**config.mk**
```make
export PLATFORM = sky130hd
export DESIGN_NAME = mem_access_unit_flat
export DESIGN_NICKNAME = d
export VERILOG_FILES = /design/src/rtl/mem_access_unit_if.sv /design/src/rtl/mem_access_unit.sv /design/src/flat_wrapper.sv
export SDC_FILE = /design/constraint.sdc
export NUM_CORES = 1
export LEC_CHECK = 0
export ABC_AREA = 1
export BUFFER_PORTS_ARGS = -buffer_cell sky130_fd_sc_hd__clkbuf_2
export CORE_MARGIN = 1.5
export CORE_UTILIZATION = 50
export CTS_BUF_LIST = sky130_fd_sc_hd__clkbuf_16
export DETAILED_ROUTE_END_ITERATION = 8
export PLACE_DENSITY = 0.82
export SYNTH_ARGS = -nofsm -noshare
export SYNTH_HDL_FRONTEND = slang
export SYNTH_SLANG_ARGS = --single-unit
```
**constraint.sdc**
```tcl
create_clock -name clock -period 6.1 [get_ports clock]
set_clock_uncertainty 0.15 [all_clocks]
set_input_delay 0.305 -clock clock [delete_from_list [all_inputs] [get_ports clock]]
set_output_delay 0.305 -clock clock [all_outputs]
set_load 0.01 [all_outputs]
```
**src/rtl/mem_access_unit_if.sv**
```systemverilog
// Request/response and data-memory port bundle for mem_access_unit.
// master = pipeline plus memory environment, slave = the access unit.
interface mem_access_unit_if;
  logic        req_valid;
  logic        req_ready;
  logic        req_we;
  logic [31:0] req_addr;
  logic [31:0] req_wdata;
  logic [1:0]  req_size;
  logic        req_signed;

  logic        rsp_valid;
  logic [31:0] rsp_rdata;
  logic        rsp_error;

  logic [31:0] mem_addr;
  logic [31:0] mem_wdata;
  logic [1:0]  mem_size;
  logic        mem_we;
  logic        mem_re;
  logic [31:0] mem_rdata;

  modport master (
    output req_valid, req_we, req_addr, req_wdata, req_size, req_signed, mem_rdata,
    input  req_ready, rsp_valid, rsp_rdata, rsp_error,
           mem_addr, mem_wdata, mem_size, mem_we, mem_re
  );

  modport slave (
    input  req_valid, req_we, req_addr, req_wdata, req_size, req_signed, mem_rdata,
    output req_ready, rsp_valid, rsp_rdata, rsp_error,
           mem_addr, mem_wdata, mem_size, mem_we, mem_re
  );
endinterface

```
**src/rtl/mem_access_unit.sv**
```systemverilog
// Load/store sequencer between the MEM stage and the asynchronous data memory.
// Misaligned loads become two word reads plus a merge; misaligned stores become byte writes.
module mem_access_unit #(
  parameter logic [15:0] MEM_BASE = 16'h1000
) (
  input logic              clock,
  input logic              reset,
  mem_access_unit_if.slave bus
);

  typedef enum logic [2:0] {IDLE, RD0, RD1, WR, WRB, RSP, ERR} state_t;

  state_t      state, state_next;
  logic [31:0] addr_q, wdata_q, w0_q, w1_q, held_addr, held_wdata;
  logic [1:0]  size_q, byte_cnt;
  logic        we_q, signed_q, misaligned_q;

  logic        idle_ready, accept, req_error, req_misaligned;
  logic [15:0] last_hi;
  logic [31:0] word_addr, raw, load_data;
  logic [7:0]  wdata_byte;

  logic        rsp_valid, rsp_error, mem_we, mem_re;
  logic [31:0] rsp_rdata, mem_addr, mem_wdata;
  logic [1:0]  mem_size;

  assign idle_ready = (state == IDLE) && !reset;
  assign accept     = bus.req_valid && idle_ready;

  // The size code equals N-1, so addr+size is the last addressed byte (wraps mod 2^32).
  assign last_hi   = 16'((bus.req_addr + {30'd0, bus.req_size}) >> 16);
  assign req_error = (bus.req_size == 2'd2) || (bus.req_addr[31:16] != MEM_BASE) ||
                     (last_hi != MEM_BASE);

  always_comb begin
    req_misaligned = 1'b0;
    case (bus.req_size)
      2'd1:    req_misaligned = (bus.req_addr[1:0] == 2'd3);
      2'd3:    req_misaligned = (bus.req_addr[1:0] != 2'd0);
      default: req_misaligned = 1'b0;
    endcase
  end

  assign word_addr  = {addr_q[31:2], 2'b00};
  assign raw        = 32'({w1_q, w0_q} >> {addr_q[1:0], 3'b000});
  assign wdata_byte = 8'(wdata_q >> {byte_cnt, 3'b000});

  always_comb begin
    load_data = raw;
    case (size_q)
      2'd0:    load_data = {{24{signed_q & raw[7]}}, raw[7:0]};
      2'd1:    load_data = {{16{signed_q & raw[15]}}, raw[15:0]};
      default: load_data = raw;
    endcase
  end

  always_ff @(posedge clock or posedge reset) begin
    if (reset) state <= IDLE;
    else       state <= state_next;
  end

  // Outside the memory states the address/data buses replay their last driven value.
  always_comb begin
    state_next = state;
    rsp_valid  = 1'b0;
    rsp_error  = 1'b0;
    rsp_rdata  = '0;
    mem_we     = 1'b0;
    mem_re     = 1'b0;
    mem_size   = 2'd0;
    mem_addr   = held_addr;
    mem_wdata  = held_wdata;
    case (state)
      IDLE: begin
        if (accept) begin
          if (req_error)           state_next = ERR;
          else if (!bus.req_we)    state_next = RD0;
          else if (req_misaligned) state_next = WRB;
          else                     state_next = WR;
        end
      end
      RD0: begin
        mem_re     = 1'b1;
        mem_size   = 2'd3;
        mem_addr   = word_addr;
        state_next = misaligned_q ? RD1 : RSP;
      end
      RD1: begin
        mem_re     = 1'b1;
        mem_size   = 2'd3;
        mem_addr   = word_addr + 32'd4;
        state_next = RSP;
      end
      WR: begin
        mem_we     = 1'b1;
        mem_size   = size_q;
        mem_addr   = addr_q;
        mem_wdata  = wdata_q;
        state_next = RSP;
      end
      WRB: begin
        mem_we    = 1'b1;
        mem_addr  = addr_q + {30'd0, byte_cnt};
        mem_wdata = {24'd0, wdata_byte};
        if (byte_cnt == size_q) state_next = RSP;
      end
      RSP: begin
        rsp_valid  = 1'b1;
        rsp_rdata  = we_q ? 32'd0 : load_data;
        state_next = IDLE;
      end
      ERR: begin
        rsp_valid  = 1'b1;
        rsp_error  = 1'b1;
        state_next = IDLE;
      end
      default: state_next = IDLE;
    endcase
  end

  always_ff @(posedge clock or posedge reset) begin
    if (reset) begin
      addr_q       <= '0;
      wdata_q      <= '0;
      size_q       <= '0;
      we_q         <= 1'b0;
      signed_q     <= 1'b0;
      misaligned_q <= 1'b0;
      w0_q         <= '0;
      w1_q         <= '0;
      byte_cnt     <= '0;
      held_addr    <= '0;
      held_wdata   <= '0;
    end else begin
      held_addr  <= mem_addr;
      held_wdata <= mem_wdata;
      if (accept) begin
        addr_q       <= bus.req_addr;
        wdata_q      <= bus.req_wdata;
        size_q       <= bus.req_size;
        we_q         <= bus.req_we;
        signed_q     <= bus.req_signed;
        misaligned_q <= req_misaligned;
        w1_q         <= '0;
        byte_cnt     <= '0;
      end
      if (state == RD0) w0_q <= bus.mem_rdata;
      if (state == RD1) w1_q <= bus.mem_rdata;
      if (state == WRB) byte_cnt <= byte_cnt + 2'd1;
    end
  end

  assign bus.req_ready = idle_ready;
  assign bus.rsp_valid = rsp_valid;
  assign bus.rsp_error = rsp_error;
  assign bus.rsp_rdata = rsp_rdata;
  assign bus.mem_we    = mem_we;
  assign bus.mem_re    = mem_re;
  assign bus.mem_size  = mem_size;
  assign bus.mem_addr  = mem_addr;
  assign bus.mem_wdata = mem_wdata;

endmodule

```
**src/flat_wrapper.sv**
```systemverilog
// flat-port wrapper written by rule: the top's interface ports become plain ports
module mem_access_unit_flat 
#(
  parameter logic [15:0] MEM_BASE = 16'h1000
)
  (clock, reset, bus_req_valid, bus_req_we, bus_req_addr, bus_req_wdata, bus_req_size, bus_req_signed, bus_mem_rdata, bus_req_ready, bus_rsp_valid, bus_rsp_rdata, bus_rsp_error, bus_mem_addr, bus_mem_wdata, bus_mem_size, bus_mem_we, bus_mem_re);
  mem_access_unit_if bus_i ();
  input logic clock;
  input logic reset;
  input wire logic [$bits(bus_i.req_valid)-1:0] bus_req_valid;
  input wire logic [$bits(bus_i.req_we)-1:0] bus_req_we;
  input wire logic [$bits(bus_i.req_addr)-1:0] bus_req_addr;
  input wire logic [$bits(bus_i.req_wdata)-1:0] bus_req_wdata;
  input wire logic [$bits(bus_i.req_size)-1:0] bus_req_size;
  input wire logic [$bits(bus_i.req_signed)-1:0] bus_req_signed;
  input wire logic [$bits(bus_i.mem_rdata)-1:0] bus_mem_rdata;
  output wire logic [$bits(bus_i.req_ready)-1:0] bus_req_ready;
  output wire logic [$bits(bus_i.rsp_valid)-1:0] bus_rsp_valid;
  output wire logic [$bits(bus_i.rsp_rdata)-1:0] bus_rsp_rdata;
  output wire logic [$bits(bus_i.rsp_error)-1:0] bus_rsp_error;
  output wire logic [$bits(bus_i.mem_addr)-1:0] bus_mem_addr;
  output wire logic [$bits(bus_i.mem_wdata)-1:0] bus_mem_wdata;
  output wire logic [$bits(bus_i.mem_size)-1:0] bus_mem_size;
  output wire logic [$bits(bus_i.mem_we)-1:0] bus_mem_we;
  output wire logic [$bits(bus_i.mem_re)-1:0] bus_mem_re;
  assign bus_i.req_valid = bus_req_valid;
  assign bus_i.req_we = bus_req_we;
  assign bus_i.req_addr = bus_req_addr;
  assign bus_i.req_wdata = bus_req_wdata;
  assign bus_i.req_size = bus_req_size;
  assign bus_i.req_signed = bus_req_signed;
  assign bus_i.mem_rdata = bus_mem_rdata;
  assign bus_req_ready = bus_i.req_ready;
  assign bus_rsp_valid = bus_i.rsp_valid;
  assign bus_rsp_rdata = bus_i.rsp_rdata;
  assign bus_rsp_error = bus_i.rsp_error;
  assign bus_mem_addr = bus_i.mem_addr;
  assign bus_mem_wdata = bus_i.mem_wdata;
  assign bus_mem_size = bus_i.mem_size;
  assign bus_mem_we = bus_i.mem_we;
  assign bus_mem_re = bus_i.mem_re;
  mem_access_unit #(.MEM_BASE(MEM_BASE)) u_core (.clock(clock), .reset(reset), .bus(bus_i));
endmodule
```
* Word level (Yosys, flattened, before mapping) *
Index checks and enable logic that the tools add are counted.

storage, ports and cells
  bits of input ports = 103
  output and inout port bits = 103
  flip-flop bits (word level) = 202

cells by class
  reductions and logical operators = 15
  shift-type cells = 2
  bitwise operators = 2
  eq/ne operators = 16
  muxes and demuxes = 22
  add/sub/neg operators = 4

operator list
  kind                                                      number
  2-to-1 mux 32 bit                                         4
  one-hot mux 32 bit (2 select lines)                       2
  one-hot mux 32 bit (4 select lines)                       1
  adder 32 x 2 -> 32 bit                                    2
  >> shifter 64 x 5 -> 32 bit                               1
  adder 32 x 3 -> 32 bit (second input constant)            1
  inequality test 16 x 13 -> 1 bit (second input constant)  2
  >> shifter 32 x 5 -> 8 bit                                1
  2-to-1 mux 3 bit                                          6
  one-hot mux 3 bit (4 select lines)                        1
  equality test 3 bit (second input constant)               3
  OR reduction 2 bit                                        4
  equality test 2 bit (second input constant)               3
  equality test 3 x 2 -> 1 bit (second input constant)      2
  nonzero test 2 bit                                        3
  equality test 2 x 1 -> 1 bit (second input constant)      2
  2-to-1 mux 1 bit                                          4
  2-to-1 mux 2 bit                                          2
  inequality test 2 x 1 -> 1 bit (second input constant)    2
  one-hot mux 2 bit (2 select lines)                        1
  equality test 3 x 1 -> 1 bit (second input constant)      1
  logical NOT 3 bit                                         1
  adder 2 x 1 -> 2 bit (second input constant)              1
  bitwise AND 1 bit                                         2
  7 further kinds                                           9

* Depth between registers and ports, before layout *
Gate-level depths: netlist of the first run.

  depth after elaboration = 7
  gate-level depth with buffers = 11

* Worst setup path after synthesis of the first run *
OpenSTA, ideal clock, no wires.

  kind = flip-flop to output port
  start point = register u_core.addr_q[0]
  end point = output bus_mem_addr[10]
  data required time = 5,645 ps
  data arrival time = 1,761 ps
  buffers on the path = 0
  stages on the path, launching flop included = 9
  path slack = 3,884 ps
  cell sequence = dfrtp_1 ha_1 fa_1 inv_1 nand2_1 nand2_1 inv_2 o211a_1 o21ai_0

on the way
  cells in the longest elaborated chain, start to end = 2

ends and longest elaborated chain
  what                                 RTL line                RTL
  start, declared                      mem_access_unit.sv:14   logic [31:0] addr_q, wdata_q, w0_q, w1_q, held_addr, held_wdata;
  start signal, assigned               mem_access_unit.sv:138  addr_q <= bus.req_addr;
  adder 32 x 2 -> 32 bit               mem_access_unit.sv:103  mem_addr = addr_q + {30'd0, byte_cnt};
  one-hot mux 32 bit (4 select lines)  mem_access_unit.sv:73   case (state)
  end, declared                        flat_wrapper.sv:21      output wire logic [$bits(bus_i.mem_addr)-1:0] bus_mem_addr;

Every way passes these cells.

* Worst setup path after layout of the first run *
  start point = register u_core.state[0]
  end point = output bus_mem_wdata[19]

on the way
  cells in the longest elaborated chain, start to end = 2

ends and longest elaborated chain
  what                                                                 RTL line               RTL
  start, declared                                                      mem_access_unit.sv:13  state_t state, state_next;
  start signal, assigned                                               mem_access_unit.sv:59  else state <= state_next;
  equality test 3 bit or equality test 3 x 2 -> 1 bit (tied branches)  mem_access_unit.sv:73
  one-hot mux 32 bit (2 select lines) *                                mem_access_unit.sv:73
  end, declared                                                        flat_wrapper.sv:22     output wire logic [$bits(bus_i.mem_wdata)-1:0] bus_mem_wdata;

Every way passes the cells marked *; elsewhere a longest branch is shown, timed or not.

==> results.md, run 1 <==
* Status: finished, final reports clean
* DRC at 0
* Final period utilization at 68.0%
* Pwr Density at 518 nW/um2
* Post-synth design cell area at 10300 um2
* Dpl hpwl at 22700 um
* Iteration-0 DRC Markers at 1095
* CTS clk-pin slew, worst paths at 0.07 ns
* Sequential share of the synthesized area at 47.1%
* Yosys cell types at 49
* CP cell instances: inv_2, nor2_4, nand2_1, inv_1, nor2_4, nand2_1, o21ai_0, clkbuf_2
* Commonest cells after routing, fill and taps aside: nand2_1, clkbuf_2, dfrtp_1
* Commonest non-fill, non-tap cell in the layout: nand2_1
* Overflow after GRT at 0
* Slew @ Worst Pin at 1.08 ns
* First-pass DRT Iterations at 6
* Lkg Pwr at 6.40 nW
* WL final at 33500 um
* Initial antenna violation count at 0
* DIE AREA at 21500 um2
* WP data required at 5.64 ns
* Clock sinks at 194
* Drt via density at 5.55
* Max cap viols at 0
* Clock root buffer: clkbuf_16
* Syn Area/Cell at 7.47 um2
* Total power at 0.00664 W
* Die width at 147 um
* Post-synth net total at 1488
* Placed insts at 1793
* Syn. warnings at 0
* Final Wtd Congestion at 0.936
* Total Routing Usage GR at 31.7%
* Mapped Cells at 1380
* Kind of critical path: reg -> out
* Layout Nets at 1736
* Worst setup EP type: output pin
* CTS Buffer Depth at 2
* Antenna Nets Post-Route at 0
* Vias in the first global route at 10100
* Worst path bufs/invs at 3
* CP Max Fanout at 34
* Worst path slowest cell: nand2_1
* Primary FF master, synth: dfrtp_1
* Max Fclk at 0.241 GHz
* I/O pin cnt at 206
* EDFF count, synth at 0
* CTS buffer count at 17
* Worst r2r path cells at 8
* WP data arrival at 3.70 ns
* CP delay by family, top: simple AND/OR/NAND/NOR gates
* Setup-failing EPs final at 0
* WL/cell at 17.5 um
* Final-report hold violation count at 0
* Number of fill cells at 1778
* Peak VDD IR at 0.239 mV
* Setup TNS at 0 ns
* Area delta synth->final at 24.2%
* Input/output buffers at 205
* CORE AREA at 20200 um2
* Max Slew Vio Count at 0
* Worst min path class: in -> reg
* Via count at 10600
* Pin count of the biggest net entering global routing at 113
* Setup crit start kind: flop
* Ys async rst share at 100%
* H-Tree Depth at 4
* Flops & latches, synth at 194
* CTS tree: done
* RSZ-0062 raised after global routing: false
* Rel. slew slack at 28.0%
* Die height at 147 um
* Post-CTS setup buffers at 0
* Minimum clock period at 4.15 ns
* Initial Util at 50.9%
* Share of cells above drive strength 1 at 16.8%
* Std-Cell Rows at 52
* Worst skew pair latency at 0.44 ns
* Final non-filler cell total at 1912
* CP Depth at 8
* Min Hold Slack at 0.00790 ns
* Hold Path Depth at 3
* Largest stage delay, worst path at 0.80 ns
* First-pass GRT wire length at 53300 um
==> path summary, 6_finish.rpt <==
check                                     start                    end  slack [ns]
min in group asynchronous                 reset  u_core.held_wdata[26]        0.52
min                            bus_req_addr[17]      u_core.addr_q[17]       0.008
max                             u_core.state[0]      bus_mem_wdata[19]        1.95
max in group asynchronous                 reset       u_core.addr_q[0]        3.65
max reg2reg                     u_core.state[0]    u_core.held_addr[8]        2.69
min reg2reg                u_core.held_addr[17]   u_core.held_addr[17]        0.33
==> power breakdown <==
part	internal [W]	switching, W	total [W]
combinational	0.00103	0.00214	0.00316
sequential	0.00186	0.000473	0.00233
clock	0.000610	0.000530	0.00114
==> cell usage after synthesis (5+ instances only) <==
cell / instances / area share, %
a31oi_1: 8 / 0.49
nand4_1: 15 / 0.91
clkinv_1: 5 / 0.18
buf_6: 8 / 0.87
o221ai_1: 7 / 0.59
nor2_2: 6 / 0.36
nor3_1: 5 / 0.24
nor2_4: 7 / 0.76
o22ai_1: 22 / 1.3
clkbuf_1: 28 / 1.0
o21ai_1: 10 / 0.49
nor2_1: 101 / 3.7
inv_1: 141 / 5.1
o21ai_0: 155 / 7.5
a211oi_1: 9 / 0.66
nand2_1: 456 / 17
inv_2: 8 / 0.29
dfrtp_1: 194 / 47
a21oi_1: 68 / 3.3
a221oi_1: 8 / 0.68
o211ai_1: 7 / 0.51
a22oi_1: 5 / 0.36
nand3_1: 44 / 2.1
buf_2: 24 / 1.2
==> tightest hold or removal path: stages <==
cell and delay (ns):
clkbuf_2 0.08, inv_1 0.07, o21ai_0 0.09
==> area by class of cell <==
class,count,area (um2),share of cell area [%]
diodes,1,2.50,0.0195
clock buffers,17,425,3.32
clock inverters,15,156,1.22
inverters,155,592,4.62
multi-input cells,965,4510,35.3
flip-flops and latches,194,4860,37.9
well taps,270,338,2.64
repair buffers,295,1920,15.0
==> cells by family after synthesis <==
logic type                 after synthesis  share of synthesized area (%)
AOI/OAI and AO/OA                      311                           17.1
xor gates and xnor gates                 2                          0.170
adders and majority gates                5                          0.680
buffers and inverters                  221                           9.10
DFF                                    194                           47.1
and+or+nand+nor                        647                           25.8
==> per-stage QoR <==
stage                     setup WS, ns  cell area [um2]  util [%]
after global routing              1.70            12800      63.3
after global placement            2.65            11400      56.1
after floorplan                  0.361            10300         -
after CTS                         2.01            12800      63.3
final                             1.95            12800      63.3
after detailed placement          2.47            11400      56.1
==> per-layer routing <==
metal	vias to the layer above	global-route usage (%)	wire (um)	share of wire (%)
li1	4953	-	-	-
met1	4958	44.1	14000	42
met2	612	49.1	15200	45
met3	85	6.44	3160	9.4
met4	0	11.7	1130	3.4
met5	-	0	0	0
==> sequential cells by signal, summed over array words and instances (netlist names) <==
name / cells
u_core.signed_q: 1
u_core.held_addr: 32
u_core.state: 3
u_core.misaligned_q: 1
u_core.held_wdata: 32
u_core.wdata_q: 32
u_core.we_q: 1
u_core.w1_q: 24
u_core.size_q: 2
u_core.byte_cnt: 2
u_core.addr_q: 32
u_core.w0_q: 32
==> what timing repair did <==
item / 4_1_cts / 5_1_grt
resized for setup: 0 / 0
endpoints found under the hold margin: 212 / 0
hold buffers: 86 / 0
(Power assumes the default switching activity.)
==> run 2: changes to the inputs <==
- ABC_AREA: 1 -> 0
- CORE_UTILIZATION: 50 -> 56
- PLACE_DENSITY: 0.82 -> 0.87
- clock period: 6.1 -> 3.9 ns (I/O delays scaled with it)
==> run 2 against run 1 <==
Net effect: setup slack got worse by 1.6 ns; register-to-register slack got worse by 1.8 ns; sequential share of layout area fell by 0.27 points; non-clock buffer count rose by 33; total power rose by 58%; synthesized cell count fell by 25%; global-route usage rose by 3.3 points; die area fell by 13%; flip-flop and latch count did not move; worst hold slack improved by 0.21 ns; area after synthesis fell by 2.7%; core utilization rose by 11 points.
==> results.md, run 2 <==
* WP data required at 3.56 ns (-2.08 ns)
* Worst skew pair latency at 0.43 ns (about the same)
* WP data arrival at 3.16 ns (-0.54 ns)
* Iteration-0 DRC Markers at 1022 (-6.7%)
* Worst path slowest cell: or3b_2
* Ys async rst share at 100% (unchanged)
* Die height at 137 um (-6.7%)
* Mapped Cells at 1040 (-25%)
* First-pass GRT wire length at 50300 um (-5.6%)
* Dpl hpwl at 19100 um (-16%)
* Initial Util at 57.6% (+6.6 points)
* Post-CTS setup buffers at 0 (unchanged)
* Initial antenna violation count at 0 (unchanged)
* DR top layer: met4
* Die width at 137 um (-6.7%)
* Status: finished, final reports clean
* Syn. warnings at 0 (unchanged)
* Share of cells above drive strength 1 at 26.5% (+9.8 points)
* Max Slew Vio Count at 0 (unchanged)
* Top-count cell post-synth: nand2_1
* Clock root buffer: clkbuf_16
* DIE AREA at 18700 um2 (-13%)
* Clock sinks at 194 (unchanged)
* Metal2 WL at 15900 um (+4.0%)
* Total Routing Usage GR at 35.0% (+3.3 points)
* Peak VDD IR at 0.559 mV (+130%)
* CP Max Fanout at 25 (-26%)
* RSZ-0062 raised after global routing: false
* Worst path bufs/invs at 1 (-2)
* Minimum clock period at 3.51 ns
* Layout Nets at 1419 (-18%)
* Worst min path class: in -> async
* Slew @ Worst Pin at 1.05 ns (-0.0314 ns)
* Yosys top cell by area: dfrtp_1
* I/O pin cnt at 206 (unchanged)
* CTS tree: done
* CTS Buffer Depth at 2 (unchanged)
* Sequential share of the synthesized area at 48.4% (+1.3 points)
* Final-report hold violation count at 0 (unchanged)
* Post-synth design cell area at 10000 um2 (-2.7%)
* Drt via density at 6.23 (+12%)
* Via count at 9653 (-9.0%)
* Primary FF master, synth: dfrtp_1
* Synth top cells by count: nand2_1, dfrtp_1, clkbuf_1, o21ai_0, a21oi_1
* H-Tree Depth at 4 (unchanged)
* CP delay by family, top: simple AND/OR/NAND/NOR gates
* Setup crit start kind: flop
* DRC at 0 (unchanged)
* Input/output buffers at 205 (unchanged)
* WL/cell at 20.5 um (+17%)
* Worst setup EP type: output pin
* Rel. slew slack at 30.3% (+2.3 points)
* Setup TNS at 0 ns (unchanged)
* Vias in the first global route at 9506 (-5.5%)
* DR WL met3 at 2740 um (-13%)
* CORE AREA at 17400 um2 (-14%)
* Max cap viols at 0 (unchanged)
* Ranking of synthesized cells by area: dfrtp_1, nand2_1, mux4_2
* Antenna Nets Post-Route at 0 (unchanged)
* Std-Cell Rows at 48 (-7.7%)
* CTS buffer count at 17 (unchanged)
* Flops & latches, synth at 194 (unchanged)
* Final period utilization at 89.9%
* First-pass DRT Iterations at 5 (-1)
* Area delta synth->final at 28.5%
* Final Core Density at 74.0% (+11 points)
* Final Wtd Congestion at 0.928 (-0.93%)
* Lkg Pwr at 6.11 nW (-4.5%)
* Overflow after GRT at 0 (unchanged)
* Setup-failing EPs final at 0 (unchanged)
* Pwr Density at 813 nW/um2 (+57%)
* Post-synth net total at 1148 (-23%)
* Commonest cells after routing, fill and taps aside: nand2_1, clkbuf_2, dfrtp_1
* Pin count of the biggest net entering global routing at 102 (-9.7%)
* Yosys cell types at 63 (+29%)
* Kind of critical path: reg -> out
* N_diodes at 0 (-1)
* EDFF count, synth at 0 (unchanged)
* DRT met1 WL at 11900 um (-15%)
* Yosys top cell area share at 48.4% (+1.3 points)
* Max Fclk at 0.285 GHz
* WL final at 31800 um (-5.0%)
* Syn Area/Cell at 9.64 um2 (+29%)
* Largest stage delay, worst path at 0.75 ns (-0.05 ns)
* CTS clk-pin slew, worst paths at 0.07 ns (about the same)
* Commonest non-fill, non-tap cell in the layout: nand2_1
* CP cell instances: or3b_2, o21a_1, nand2_1, o22ai_1, a311oi_1, clkbuf_2
run 2: cell count changes in the layout (fill, tap and decap cells not counted), sizes merged, moves of 33 or more:
cell	change
inv	-124
mux2	+33
mux4	+40
nand2	-143
nor2	-87
o21ai	-114
run 2: where the power goes:
group          switching, W  total (W)  internal [W]
sequential         0.000931    0.00381       0.00287
clock              0.000863    0.00184      0.000982
combinational       0.00270    0.00484       0.00213
run 2: through the flow:
| step | power (W) | std cells | cell area, um2 | worst slack (ns) | hold slack [ns] |
|---|---|---|---|---|---|
| after floorplan | 0.00676 | 1040 | 10000 | 1.05 | 0.150 |
| after global placement | 0.00813 | 1416 | 11300 | 0.854 | 0.102 |
| after detailed placement | 0.00835 | 1416 | 11300 | 0.725 | 0.0971 |
| after CTS | 0.0103 | 1549 | 12900 | 0.288 | 0.201 |
| after global routing | 0.0111 | 1549 | 12900 | 0.181 | 0.240 |
| final | 0.0105 | 1549 | 12900 | 0.392 | 0.222 |
run 2: cells by family (layout without fill, tap and decap cells):
logic type                 count (synthesis)  in the layout  share of synthesized area (%)
and+or+nand+nor                          452            452                           19.7
AOI/OAI and AO/OA                        204            204                           13.4
muxes                                     75             75                           12.9
DFF                                      194            194                           48.4
buffers and inverters                     99            383                           3.92
xor gates and xnor gates                  10             10                          0.873
adders and majority gates                  6              6                          0.798
run 2: what timing repair did:
| item | CTS | global route |
|---|---|---|
| setup endpoints to repair | 0 | 1 |
| endpoints found under the hold margin | 138 | 0 |
| hold buffers | 101 | 0 |
| gates resized for setup | 0 | 1 |
run 2: worst paths after layout:
| kind | from | to | slack (ns) | cells after the start |
|---|---|---|---|---|
| setup / recovery | u_core.state[0] | bus_mem_addr[23] | 0.39 | 6 |
| hold / removal | reset | u_core.held_addr[19] | 0.22 | 3 |
| setup reg to reg | u_core.state[0] | u_core.w1_q[21] | 0.86 | 6 |
| hold reg to reg | u_core.we_q | u_core.we_q | 0.34 | 2 |
| max in group asynchronous | reset | u_core.w0_q[6] | 2.45 | 4 |
| min in group clock | bus_req_valid | u_core.addr_q[18] | 0.32 | 5 |
run 2: layout make-up:
cell class / count / area, um2
clock inverter: 15 / 193
multi-input combinational: 747 / 4820
sequential: 194 / 4860
timing repair buffer: 328 / 2230
tap: 225 / 282
clock buffer: 17 / 425
fill: 1172 / 4520
inverter: 23 / 90.1
run 2: routing by layer:
metal / track usage [%] / vias to the layer above
li1: - / 4215
met1: 44.7 / 4678
met2: 57.4 / 624
met3: 8.33 / 136
met4: 14.9 / 0
met5: 0 / -
run 2: worst register-to-register path, stage by stage (launching register included):
cell,delay (ns)
dfrtp_1,0.89
or2_2,0.37
nor3_1,0.14
nand2_4,0.09
buf_4,0.80
nand2_1,0.25
o21ai_0,0.26
